**config.mk**
```make
export PLATFORM = sky130hd
export DESIGN_NAME = pipeline_hazard_ctrl
export DESIGN_NICKNAME = d
export VERILOG_FILES = /design/src/rtl/pipeline_hazard_ctrl.sv
export SDC_FILE = /design/constraint.sdc
export NUM_CORES = 1
export LEC_CHECK = 0
export ABC_AREA = 1
export ABC_CLOCK_PERIOD_IN_PS = 1900
export CAP_MARGIN = 20
export CORE_ASPECT_RATIO = 0.7
export CORE_MARGIN = 1
export CORE_UTILIZATION = 45
export DETAILED_ROUTE_END_ITERATION = 6
export PLACE_DENSITY = 0.73
export RECOVER_POWER = 50
export SLEW_MARGIN = 40
export SYNTH_ARGS = -nofsm -noshare
export SYNTH_HDL_FRONTEND = slang
export SYNTH_SLANG_ARGS = --single-unit
```
**constraint.sdc**
```tcl
create_clock -name clock__i -period 1.9 [get_ports clock__i]
set_input_delay 0.19 -clock clock__i [delete_from_list [all_inputs] [get_ports clock__i]]
set_output_delay 0.19 -clock clock__i [all_outputs]
set_load 0.005 [all_outputs]
```
**src/rtl/pipeline_hazard_ctrl.sv**
```systemverilog
// Stall/flush sequencer for the 5-stage pipeline: load-use, taken-branch and
// data-memory wait handling, with memory timeout and a saturating stall counter.
module pipeline_hazard_ctrl #(
    parameter int unsigned TIMEOUT = 16,
    parameter int unsigned CNT_W   = 32
) (
    input  logic             clock__i,
    input  logic             reset_n__i,
    input  logic             IDEX_MemRead__i,
    input  logic [4:0]       IDEX_Rt__i,
    input  logic [4:0]       IFID_Rs__i,
    input  logic [4:0]       IFID_Rt__i,
    input  logic             IFID_UsesRt__i,
    input  logic             BranchTaken__i,
    input  logic             DMemReq__i,
    input  logic             DMemAck__i,
    output logic             PCWrite__o,
    output logic             IFIDWrite__o,
    output logic             IFIDFlush__o,
    output logic             IDEXWrite__o,
    output logic             IDEXFlush__o,
    output logic             EXMEMWrite__o,
    output logic             MEMWBBubble__o,
    output logic             DMemTimeout__o,
    output logic [CNT_W-1:0] StallCount__o
);

    localparam int unsigned WC_W = (TIMEOUT < 2) ? 1 : $clog2(TIMEOUT + 1);

    typedef enum logic [1:0] {
        RUN      = 2'd0,
        MEM_WAIT = 2'd1,
        ERROR    = 2'd2
    } state_t;

    state_t            state_q, state_d;
    logic [WC_W-1:0]   wait_cnt_q, wait_cnt_d;
    logic [CNT_W-1:0]  stall_cnt_q, stall_cnt_d;
    logic              run_q;

    logic pc_write, ifid_write, ifid_flush, idex_write, idex_flush;
    logic exmem_write, memwb_bubble, timeout;
    logic mem_stall, load_use;

    assign mem_stall = (state_q != ERROR) && DMemReq__i && !DMemAck__i;
    assign load_use  = IDEX_MemRead__i && (IDEX_Rt__i != 5'd0) &&
                       ((IDEX_Rt__i == IFID_Rs__i) ||
                        (IFID_UsesRt__i && (IDEX_Rt__i == IFID_Rt__i)));

    always_comb begin
        pc_write     = 1'b0;
        ifid_write   = 1'b0;
        ifid_flush   = 1'b0;
        idex_write   = 1'b0;
        idex_flush   = 1'b0;
        exmem_write  = 1'b0;
        memwb_bubble = 1'b0;
        timeout      = 1'b0;
        state_d      = state_q;
        wait_cnt_d   = wait_cnt_q;

        // Everything stays idle until the first edge after reset release.
        if (run_q) begin
            if (state_q == ERROR) begin
                memwb_bubble = 1'b1;
                timeout      = 1'b1;
            end else if (mem_stall) begin
                memwb_bubble = 1'b1;
                wait_cnt_d   = wait_cnt_q + WC_W'(1);
                state_d      = (wait_cnt_q == WC_W'(TIMEOUT - 1)) ? ERROR : MEM_WAIT;
            end else begin
                pc_write    = 1'b1;
                ifid_write  = 1'b1;
                idex_write  = 1'b1;
                exmem_write = 1'b1;
                wait_cnt_d  = '0;
                state_d     = RUN;
                if (BranchTaken__i) begin
                    ifid_flush = 1'b1;
                    idex_flush = 1'b1;
                end else if (load_use) begin
                    pc_write   = 1'b0;
                    ifid_write = 1'b0;
                    idex_flush = 1'b1;
                end
            end
        end

        stall_cnt_d = stall_cnt_q;
        if (run_q && !pc_write && (stall_cnt_q != '1))
            stall_cnt_d = stall_cnt_q + CNT_W'(1);
    end

    always_ff @(posedge clock__i or negedge reset_n__i) begin
        if (!reset_n__i) begin
            state_q     <= RUN;
            wait_cnt_q  <= '0;
            stall_cnt_q <= '0;
            run_q       <= 1'b0;
        end else begin
            state_q     <= state_d;
            wait_cnt_q  <= wait_cnt_d;
            stall_cnt_q <= stall_cnt_d;
            run_q       <= 1'b1;
        end
    end

    assign PCWrite__o     = pc_write;
    assign IFIDWrite__o   = ifid_write;
    assign IFIDFlush__o   = ifid_flush;
    assign IDEXWrite__o   = idex_write;
    assign IDEXFlush__o   = idex_flush;
    assign EXMEMWrite__o  = exmem_write;
    assign MEMWBBubble__o = memwb_bubble;
    assign DMemTimeout__o = timeout;
    assign StallCount__o  = stall_cnt_q;

endmodule

```
[Word level (Yosys, flattened, before mapping)]
Index checks and enable logic that the tools add are counted.
Word-level totals
  output and inout port bits: 40
  register bits: 40
  input bits: 22
Operators by class
  mux-type cells: 25
  reductions and logical operators: 12
  bitwise gates (word level): 1
  equal/unequal tests: 6
  add/sub/neg operators: 2
Operators with widths (number)
  32-bit by 1-bit adder with 32-bit output, second input constant: 1
  32-bit != test, second input constant: 1
  1-bit two-way mux: 22
  5-bit == test: 2
  1-bit logical AND: 7
  5-bit by 1-bit adder with 5-bit output, second input constant: 1
  5-bit by 4-bit == test with 1-bit output, second input constant: 1
  5-bit two-way mux: 1
  5-bit nonzero test: 1
  2-bit two-way mux: 2
  2-bit == test, second input constant: 1
  1-bit logical NOT: 2
  2-bit != test, second input constant: 1
  2-bit AND reduction: 1
  1-bit logical OR: 1
  1-bit inverter: 1

[Logic depth before layout (Yosys ltp)]
Gate-level depths: netlist of the first run.
  word-level depth: 12
  gate-level depth with buffers: 12
  mapped depth without buffers: 11

[Worst setup path before layout of the first run]
Ideal clock, no wire load.
  path kind: register -> register
  from: reg stall_cnt_q[0], in the netlist StallCount__o[0]
  to: reg stall_cnt_q[13], in the netlist StallCount__o[13]
  buffers on the path: 1
  stages on the path, launching flop included: 10
  path slack: 0.176 ns
  library setup time: 0.117 ns
  arrival: 1.607 ns
  cells stage by stage: dfrtp_1 > ha_1 > nand3_2 > nor2_4 > nand3_2 > nor2_4 > nand4_4 > buf_2 > nand3_1 > nand2_1
On the way
  cells in the longest elaborated chain, start to end: 2
  elaborated cells between the ends (all ways): 3
  classes of those cells: 1 x add/sub; 1 x eq/ne; 1 x reduce/logical
RTL lines
  start, declared: line 38  | logic [CNT_W-1:0] stall_cnt_q, stall_cnt_d;
  start signal, assigned: line 103  | stall_cnt_q <= stall_cnt_d;
  branches (longest 2 deep; another with 32-bit by 1-bit adder with 32-bit output)
Parallel ways; which one is timed is not known.
A chain may end at the register's enable or synchronous reset.

[Final worst setup path of the first run]
  from: reg state_q[0]
  to: reg wait_cnt_q[3]
On the way
  cells in the longest elaborated chain, start to end: 4
  elaborated cells between the ends (all ways): 7
  classes of those cells: 2 x eq/ne; 1 x mux; 1 x bitwise; 3 x reduce/logical
RTL lines
  start, declared: line 36  | state_t state_q, state_d;
  start signal, assigned: line 101  | state_q <= state_d;
  2-bit != test: line 45  | assign mem_stall = (state_q != ERROR) && DMemReq__i && !DMemAck__i;
  1-bit logical AND (2 in a row): line 45
  5-bit two-way mux: line 67  | end else if (mem_stall) begin
  end signal, assigned: line 102  | wait_cnt_q <= wait_cnt_d;
  end, declared: line 37  | logic [WC_W-1:0] wait_cnt_q, wait_cnt_d;
Parallel ways exist; a longest one is shown, timed or not.

==> results of run 1 <==
worst max-delay path, cell delays in order (launching register included):
cell and delay [ns]:
dfrtp_1 0.39, nor2_2 0.12, inv_1 0.06, nand2_1 0.07, nor2_2 0.05, nor3_2 0.22, inv_2 0.09, buf_6 0.12
buf_4 0.12, buf_6 0.10, buf_6 0.10, buf_4 0.11, buf_4 0.12, o21ai_2 0.05, a21oi_1 0.05
flip-flops by register name, summed over array words and instances, names as in the netlist:
register	cells
StallCount__o	32
run_q	1
state_q	2
wait_cnt_q	5
final timing paths:
kind / startpoint / end / slack [ns] / depth (start not counted)
worst max-delay path: state_q[0] / wait_cnt_q[3] / 0.002 / 14
worst min-delay path: StallCount__o[23] / StallCount__o[23] / 0.51 / 2
worst max register to register: state_q[0] / wait_cnt_q[3] / 0.002 / 14
worst min register to register: StallCount__o[23] / StallCount__o[23] / 0.51 / 2
max in group asynchronous: reset_n__i / StallCount__o[2] / 0.54 / 3
min in group asynchronous: reset_n__i / StallCount__o[21] / 0.67 / 3
cells in the mapped netlist, drive strengths merged:
library cell and count:
a21oi 5, and3 1, buf 11, conb 1
dfrtp 40, ha 3, inv 42, nand2 163
nand3 46, nand3b 2, nand4 3, nor2 48
nor3 16, nor4 1, o21ai 7, o22ai 1
xnor2 8, xor2 19
power by group through the flow:
stage,Sequential [mW],Combinational (mW),Clock [mW]
finish,0.958,0.429,0.722
floorplan,0.965,0.163,0
global placement,0.958,0.367,0
global route,0.964,0.471,0.758
detailed placement,0.961,0.373,0
CTS,0.945,0.391,0.719
stage by stage:
stage,cell area [um2],power [mW],cells
finish,4000,2.109,592
global route,4000,2.193,592
CTS,3774,2.055,583
detailed placement,3577,1.334,565
global placement,3577,1.325,565
floorplan,2784,1.128,417
routing by layer:
layer / GRT usage, % / share of wire, % / wire length [um]
met3: 5.631 / 9.3 / 791
met4: 6.157 / 1.4 / 116
met2: 40.43 / 45 / 3803
met5: 0 / 0 / 0
met1: 36.33 / 45 / 3819
cell type report:
cell class / instances / area, um2 / share of cell area [%]
clock buffers: 5 / 68.82 / 1.720
clock inverters: 3 / 42.54 / 1.063
inverters: 42 / 157.7 / 3.941
multi-input cells: 325 / 1642 / 41.04
flip-flops and latches: 40 / 1003 / 25.09
well taps: 75 / 93.84 / 2.346
repair buffers: 102 / 992.2 / 24.80
kinds of logic after synthesis:
kind of cell    share of synthesized area (%)
xor+xnor                                8.494
fa+ha+maj                               1.348
buf+inv                                 8.494
other cells                            0.1347
flops                                   35.96
compound gates                          2.382
simple gates                            43.19
what timing repair did:
action,in CTS,in global routing
cloned,0,3
resized for setup,21,33
hold endpoints to repair,40,0
pin swaps,2,10
hold buffers,1,0
setup endpoints to repair,7,38
buffers inserted,9,9
==> metrics.md, run 1 <==
| Metric | Value |
|---|---|
| Worst slew margin | 32.52% |
| TritonCTS clock tree | done |
| First-pass GRT wire length | roughly 13,000 um |
| Worst-Margin Slew | 1.012 ns |
| Detail Route Antenna Nets | 0 |
| Worst IR Drop VDD | approximately 0.0005 V |
| Final core utilization | 68.47% |
| Root Buffer | clkbuf_8 |
| Total gr overflow | 0 |
| Largest fanout on the critical path | 3 |
| Top post-synthesis cells by area | dfrtp_1 (36%), nand2_1 (22%), nand3_1 (7.9%) |
| RSZ-0062 raised after global routing | yes |
| Final Hold Fails | 0 |
| Post-synthesis cell type count | 25 |
| Row cnt | 23 |
| Layout cells sized above 1 | between 15 and 20% |
| Starting Density | 47.65% |
| PD cells | 527.3 mW/mm2 |
| CP Data Arrival Time | 2.09 ns |
| Pre-CTS WS | -0.1798 ns |
| Mapped cell area | 0.002784 mm2 |
| GRT Overall Usage | 25.84% |
| DR pass1 iterations | 5 |
| Area growth from synthesis to layout | 43.69% |
| Most frequent cells in the layout | nand2_1 (160), clkdlybuf4s50_1 (49), nand3_1 (43) |
| Number of DRC markers in iteration 0 | 210 |
| Fmax | 526.8 MHz |
| Critical path required time | 2.09 ns |
| Final nets | between 500 and 600 |
| Min-Delay Path Class | flop to flop |
| PnR worst setup slack | roughly 0.0018 ns |
| Crit path kind | flop to flop |
| Drt wl/cell | 14.41 um |
| Worst-skew pair later-pin latency | 0.30 ns |
| GP Congestion | 0.9154 |
| Clock transition at path regs | 0.09 ns |
| Final Max Slew Viols | 0 |
| Endpoints failing setup | 0 |
| CP Capture Type | flop |
| Yosys reg bits | 40 |
| Fin Clk Skew | 0.006782 ns |
| Yosys top cell area share | a little over a third |
| IO Port Bufs | 61 |
| Post-Route WL | 8531 um |
| Vias/cell | ~5.2 |
| Seq pwr share | 45.4% |
| Max-Cap Viols | 0 |
| # diodes | 0 |
| Leakage | 1.947 nW |
| Clock Tree Buf Depth | 2 |
| Fillers | ~480 |
| Core area | 0.005842 mm2 |
| Die Area | 0.006510 mm2 |
| Clock power frac | 34.2% |
| Gate power share | 20.3% |
| Leading area contributor after synthesis | dfrtp_1 |
| Die W | 96.01 um |
| DIE HEIGHT | 67.81 um |
| Syn_nets | 442 |
| Most common cell after layout, fill and taps aside | nand2_1 |
| TritonCTS Sinks | 40 |
| Period Utilization, post-route | ~100% |
| Top Ports | 62 |
| Hold WS | 0.5070 ns |
| Startpoint types | flop |
| Syn. warnings | 0 |
| Fin Setup TNS | 0 ns |
| Int Pwr | 1.517 mW |
| Largest net degree at the start of global routing | 41 |
| Total CTS buffers | 5 |
| Initial antenna violation count | 0 |
| Status | complete, no violations |
| DP Wirelength | 5635 um |
| Switching share of total power | ~28% |
| Switching Power | roughly 0.59 mW |
| Via Count | 3,089 |
| Syn Inst Count | 417 |
| # H-tree levels | 2 |
| DRC | 0 |
| Vias in the first global route | between 2,000 and 3,000 |
| Seq/Total Area, Yosys | 35.96% |
| Syn_area_per_cell | 6.676 um2 |
| Period minus WS final | approximately 1.9 ns |
Power figures use the tool's default switching activity.
==> run 2, diff against run 1 <==
--- a/config.mk
+++ b/config.mk
@@ -6,13 +6,13 @@
 export NUM_CORES = 1
 export LEC_CHECK = 0
 export ABC_AREA = 1
-export ABC_CLOCK_PERIOD_IN_PS = 1900
+export ABC_CLOCK_PERIOD_IN_PS = 1550
 export CAP_MARGIN = 20
 export CORE_ASPECT_RATIO = 0.7
 export CORE_MARGIN = 1
 export CORE_UTILIZATION = 45
 export DETAILED_ROUTE_END_ITERATION = 6
-export PLACE_DENSITY = 0.73
+export PLACE_DENSITY = 0.75
 export RECOVER_POWER = 50
 export SLEW_MARGIN = 40
 export SYNTH_ARGS = -nofsm -noshare
==> constraint.sdc (replaced) <==
create_clock -name clock__i -period 1.55 [get_ports clock__i]
set_input_delay 0.155 -clock clock__i [delete_from_list [all_inputs] [get_ports clock__i]]
set_output_delay 0.155 -clock clock__i [all_outputs]
set_load 0.005 [all_outputs]
==> run 2 against run 1 <==
Compared with the run above: the flow now finishes with violations (setup timing); first-iteration DRC count grew 87%; non-clock buffer count grew 44; total power up 32%; clock skew up 0.0039 ns; sequential share of layout area shrank 3.6 points; routed wire length up 27%; register-to-register slack lost 0.30 ns; critical endpoint is now StallCount__o[14]; highest routed layer unchanged.
==> metrics.md, run 2 (synthesis results as in run 1) <==
| Metric | Value |
|---|---|
| Status | finished, violations left |
| Failing checks | setup timing |
| Fillers | 340 |
| GRT Overall Usage | 32.69% |
| PnR worst setup slack | -0.3004 ns |
| Clock power frac | 33.6% |
| Min-Delay Path Class | input port to asynchronous set/reset pin |
| Die W | 96.01 um |
| Max-Cap Viols | 0 |
| Number of flip-flops in the largest register | 32 |
| Seq pwr share | around two fifths |
| Via Count | about 3,500 |
| Starting Density | roughly 48% |
| # H-tree levels | 2 |
| CP Data Arrival Time | 2.05 ns |
| Fin Clk Skew | about 0.011 ns |
| Root Buffer | clkbuf_8 |
| GP Congestion | 0.9548 |
| Number of DRC markers in iteration 0 | a little under 400 |
| TritonCTS clock tree | done |
| Total CTS buffers | 5 |
| Slowest cell on crit path | dfrtp_1 |
| Worst-skew pair later-pin latency | 0.31 ns |
| Fmax | 540.4 MHz |
| Worst IR Drop VDD | ~0.00087 V |
| Int Pwr | 1.991 mW |
| Top Ports | just over 60 |
| TritonCTS Sinks | 40 |
| Delay-heaviest family, CP | simple AND/OR/NAND/NOR gates |
| First-pass GRT wire length | 15,840 um |
| Gate power share | 24.5% |
| Multi-input logic area | around 0.0019 mm2 |
| Endpoints failing setup | 43 |
| Startpoint types | flop |
| Crit path cell chain | ha_4 -> nand3_4 -> nor2_4 -> nand3_4 -> nor2_4 -> nand4_4 -> buf_12 -> buf_16 -> nand3_2 -> nand2_1 |
| Switching share of total power | 28.69% |
| Detail Route Antenna Nets | 0 |
| Worst-Margin Slew | 0.5373 ns |
| DR pass1 iterations | 7 |
| Core area | 0.005842 mm2 |
| Vias in the first global route | roughly 3,300 |
| CP Capture Type | flop |
| RSZ-0062 raised after global routing | yes |
| Final Max Slew Viols | 0 |
| Final nets | 587 |
| Register Area | 0.001005 mm2 |
| Clock transition at path regs | 0.09 ns |
| Hold WS | between 0.3 and 0.4 ns |
| IO Port Bufs | just over 60 |
| Design Area, Final | 0.004677 mm2 |
| DP Wirelength | 6192 um |
| Most common cell after layout, fill and taps aside | nand2_1 |
| Largest stage delay on the critical path | 0.40 ns |
| DIE HEIGHT | ~68 um |
| Instance area at placement | between 0.003 and 0.004 mm2 |
| Vias/cell | 5.534 |
| PD cells | a little under 600 mW/mm2 |
| Crit path kind | flop to flop |
| # diodes | 0 |
| Area growth from synthesis to layout | 68.00% |
| Final Hold Fails | 0 |
| Total gr overflow | 0 |
| Leakage | 2.323 nW |
| Worst slew margin | 64.18% |
| Die Area | ~0.0065 mm2 |
| Layout cells sized above 1 | 33.04% |
| Largest fanout on the critical path | 6 |
| Critical path required time | approximately 1.8 ns |
| Clock Tree Buf Depth | 2 |
| Switching Power | 0.8008 mW |
| Initial antenna violation count | 0 |
| Fin Setup TNS | -8.808 ns |
| Period Utilization, post-route | 119.4% |
| Row cnt | 23 |
| DRC | 0 |
| Drt wl/cell | 16.92 um |
| Largest net degree at the start of global routing | 22 |
| Post-Route WL | 10,800 um |
| Period minus WS final | between 1.5 and 2 ns |
| Most frequent cells in the layout | nand2_1 (132), buf_4 (65), clkdlybuf4s50_1 (43) |
| Buffers & Inverters on Critical Path | 2 |
| Final core utilization | ~80% |
-- run 2: cell types whose count changed in the layout (fill, tap and decap cells not counted), moves of 4 or more --
| cell | previous run | this run |
|---|---|---|
| nand2_4 | 1 | 6 |
| nand2_2 | 2 | 25 |
| buf_4 | 29 | 65 |
| clkdlybuf4s50_1 | 49 | 43 |
| nor2_1 | 42 | 38 |
| nand3_1 | 43 | 26 |
| buf_6 | 4 | 14 |
| dlygate4sd2_1 | 7 | 3 |
| nand2_1 | 160 | 132 |
| dlymetal6s2s_1 | 1 | 7 |
| o21ai_1 | 0 | 4 |
| nand3_2 | 2 | 18 |
-- run 2: routing by layer --
| layer | wire [um] | GRT usage, % | share of wire, % |
|---|---|---|---|
| met3 | 892 | 5.856 | 8.3 |
| met1 | 4401 | 43.00 | 41 |
| met4 | 557 | 13.99 | 5.2 |
| met2 | 4947 | 53.01 | 46 |
| met5 | 0 | 0 | 0 |
-- run 2: path summary, 6_finish.rpt --
path	end	from	cells after the start	slack (ns)
min in group clock__i	StallCount__o[31]	StallCount__o[31]	2	0.54
worst max-delay path	StallCount__o[14]	StallCount__o[0]	10	-0.30
worst max register to register	StallCount__o[14]	StallCount__o[0]	10	-0.30
worst min-delay path	StallCount__o[20]	reset_n__i	2	0.35
max in group asynchronous	StallCount__o[2]	reset_n__i	3	0.27
worst min register to register	StallCount__o[31]	StallCount__o[31]	2	0.54
-- run 2: area by class of cell --
class	count	share of cell area, %
Clock buffer	6	1.766
Inverter	42	3.371
Sequential cell	40	21.48
Tap cell	75	2.006
Clock inverter	2	0.8293
Timing Repair Buffer	146	29.03
Multi-Input combinational cell	327	41.52
-- run 2: repair_timing --
item | 4_1_cts | 5_1_grt
hold endpoints to repair | 19 | 0
resized for setup | 79 | 64
buffers inserted | 13 | 8
pin swaps | 14 | 13
hold buffers | 1 | 0
gates cloned | 4 | 0
setup endpoints to repair | 43 | 43
-- run 2: stage by stage --
stage                     instances  worst slack (ns)  total power [mW]
after global routing            638           -0.3578             2.895
final                           638           -0.3004             2.791
after detailed placement        606           -0.4890             1.732
after floorplan                 417           -0.1542             1.406
after global placement          606           -0.4137             1.708
after CTS                       632           -0.2154             2.742
-- run 2: power by group through the flow --
stage	registers, mW	clock network [mW]	logic, mW
after global routing	1.18	0.969	0.750
final	1.17	0.937	0.685
after CTS	1.16	0.936	0.642
after detailed placement	1.17	0	0.559
after global placement	1.17	0	0.539
after floorplan	1.19	0	0.217
-- run 2: worst register-to-register path, cell delays in order, from the launching register on --
cell,delay [ns]
dfrtp_1,0.40
ha_4,0.17
nand3_4,0.09
nor2_4,0.13
nand3_4,0.11
nor2_4,0.15
nand4_4,0.21
buf_12,0.23
buf_16,0.14
nand3_2,0.07
nand2_1,0.04
==> run 3, diff against run 2 <==
--- a/config.mk
+++ b/config.mk
@@ -6,7 +6,6 @@
 export NUM_CORES = 1
 export LEC_CHECK = 0
 export ABC_AREA = 1
-export ABC_CLOCK_PERIOD_IN_PS = 1550
 export CAP_MARGIN = 20
 export CORE_ASPECT_RATIO = 0.7
 export CORE_MARGIN = 1
@@ -14,6 +13,7 @@
 export DETAILED_ROUTE_END_ITERATION = 6
 export PLACE_DENSITY = 0.75
 export RECOVER_POWER = 50
+export SETUP_SLACK_MARGIN = 0.4
 export SLEW_MARGIN = 40
 export SYNTH_ARGS = -nofsm -noshare
 export SYNTH_HDL_FRONTEND = slang
==> run 3 against run 2 <==
Compared with the run above: the run ends with DRC, setup timing left; first-iteration DRC count increased by 140%; via count increased by 32%; fmax decreased by 20%.
==> metrics.md, run 3 (synthesis results as in run 1) <==
| Metric | Value |
|---|---|
| GP Congestion | 0.9143 |
| Initial antenna violation count | 2 |
| Status | finished, violations left |
| Worst-skew pair later-pin latency | about 0.33 ns |
| TritonCTS clock tree | done |
| Die Area | about 0.0065 mm2 |
| Root Buffer | clkbuf_8 |
| Detail Route Antenna Nets | 0 |
| Most frequent cells in the layout | nand2_1 (114), buf_4 (76), buf_6 (75) |
| Drt wl/cell | 25.32 um |
| Delay-heaviest family, CP | simple AND/OR/NAND/NOR gates |
| Leakage | 2.656 nW |
| Multi-input logic area | 0.002067 mm2 |
| Core area | between 0.005 and 0.006 mm2 |
| DR pass1 iterations | 7 |
| Die W | 96.01 um |
| Number of flip-flops in the largest register | 32 |
| Failing checks | DRC, setup timing |
| Fin Clk Skew | between 0.03 and 0.04 ns |
| Register Area | 0.001010 mm2 |
| Critical path required time | 1.83 ns |
| Final nets | 645 |
| Endpoints failing setup | 41 |
| Clock transition at path regs | about 0.11 ns |
| Most common cell after layout, fill and taps aside | nand2_1 |
| Vias in the first global route | 3,913 |
| Largest fanout on the critical path | 3 |
| Vias/cell | 6.670 |
| Hold WS | 0.3314 ns |
| Crit path cell chain | inv_1 -> buf_4 -> nor3_1 -> nand2_1 -> nor2_1 -> nand2_1 -> xnor2_1 -> nand3_2 -> nand2_1 |
| Fmax | ~430 MHz |
| Final core utilization | 92.31% |
| Total CTS buffers | 5 |
| Final Max Slew Viols | 0 |
| PD cells | 583.0 mW/mm2 |
| DIE HEIGHT | 67.81 um |
| CP Capture Type | flop |
| Area growth from synthesis to layout | 93.71% |
| PnR worst setup slack | -0.7627 ns |
| Crit path kind | flop to flop |
| Worst slew margin | between 40% and 50% |
| TritonCTS Sinks | 40 |
| Via Count | 4,649 |
| Worst IR Drop VDD | 0.0004182 V |
| Largest stage delay on the critical path | 0.64 ns |
| RSZ-0062 raised after global routing | yes |
| CP Data Arrival Time | roughly 2.6 ns |
| Worst-Margin Slew | between 0.7 and 0.8 ns |
| Fillers | 191 |
| Cell mode on critical path | nand2_1 |
| Post-Route WL | roughly 18,000 um |
| Min-Delay Path Class | input port to asynchronous set/reset pin |
| Max-Cap Viols | 0 |
| Total gr overflow | 0 |
| # H-tree levels | 2 |
| Clock Tree Buf Depth | 2 |
| Number of DRC markers in iteration 0 | 945 |
| Startpoint types | flop |
| Period minus WS final | between 2 and 2.5 ns |
| Period Utilization, post-route | 149.2% |
| Slowest cell on crit path | nor3_1 |
| Top Ports | just over 60 |
| Final Hold Fails | 0 |
| IO Port Bufs | 61 |
| Buffers & Inverters on Critical Path | 2 |
| GRT Overall Usage | 41.02% |
| Row cnt | 23 |
| First-pass GRT wire length | about 20,000 um |
| Layout cells sized above 1 | 53.14% |
| DRC | around 110 |
| Starting Density | 47.65% |
| Largest net degree at the start of global routing | 23 |
| Fin Setup TNS | -15.41 ns |
| DP Wirelength | 6821 um |
[run 3: path summary, 6_finish.rpt]
check | from | to | slack [ns] | depth (start not counted)
worst max-delay path | StallCount__o[15] | StallCount__o[21] | -0.76 | 9
worst min-delay path | reset_n__i | StallCount__o[7] | 0.33 | 2
worst max register to register | StallCount__o[15] | StallCount__o[21] | -0.76 | 9
worst min register to register | StallCount__o[28] | StallCount__o[28] | 0.54 | 2
max in group asynchronous | reset_n__i | StallCount__o[28] | 0.14 | 3
min in group clock__i | StallCount__o[28] | StallCount__o[28] | 0.54 | 2
[run 3: report_power, final]
group	switching (mW)	leakage, nW	internal (mW)
Clock	0.490	0.0614	0.529
Sequential	0.0744	0.538	1.10
Combinational	0.500	2.06	0.449
Total	1.06	2.66	2.08
[run 3: cell type report]
cell class                 count  share of cell area (%)
tap                           75                   1.740
timing repair buffer         204                   35.89
clock inverter                 2                  0.7193
clock buffer                   6                   1.531
antenna                        1                 0.04640
sequential                    40                   18.72
multi-input combinational    327                   38.33
inverter                      42                   3.016
[run 3: repair_timing]
action	4_1_cts	5_1_grt
setup buffers	67	5
hold buffers	1	0
endpoints found under the hold margin	18	0
pin swaps	37	22
endpoints found under the setup margin	78	72
resized for setup	345	72
gates cloned	6	0
[run 3: metal layers]
layer | track usage (%) | wire, um | up-vias
met2 | 67.46 | 7248 | 606
met5 | 0 | 103 | -
met3 | 10.36 | 2735 | 249
li1 | - | - | 1711
met4 | 21.46 | 1841 | 4
met1 | 49.83 | 5722 | 2079
[run 3: per-stage QoR]
| stage | std cells | cell area, um2 | worst slack [ns] | total power, mW |
|---|---|---|---|---|
| global placement | 609 | 4020 | -0.4094 | 1.704 |
| detailed placement | 609 | 4020 | -0.5015 | 1.742 |
| global route | 696 | 5390 | -0.8330 | 3.223 |
| finish | 697 | 5393 | -0.7627 | 3.144 |
| CTS | 691 | 5099 | -0.2097 | 2.868 |
| floorplan | 417 | 2895 | -0.1542 | 1.415 |
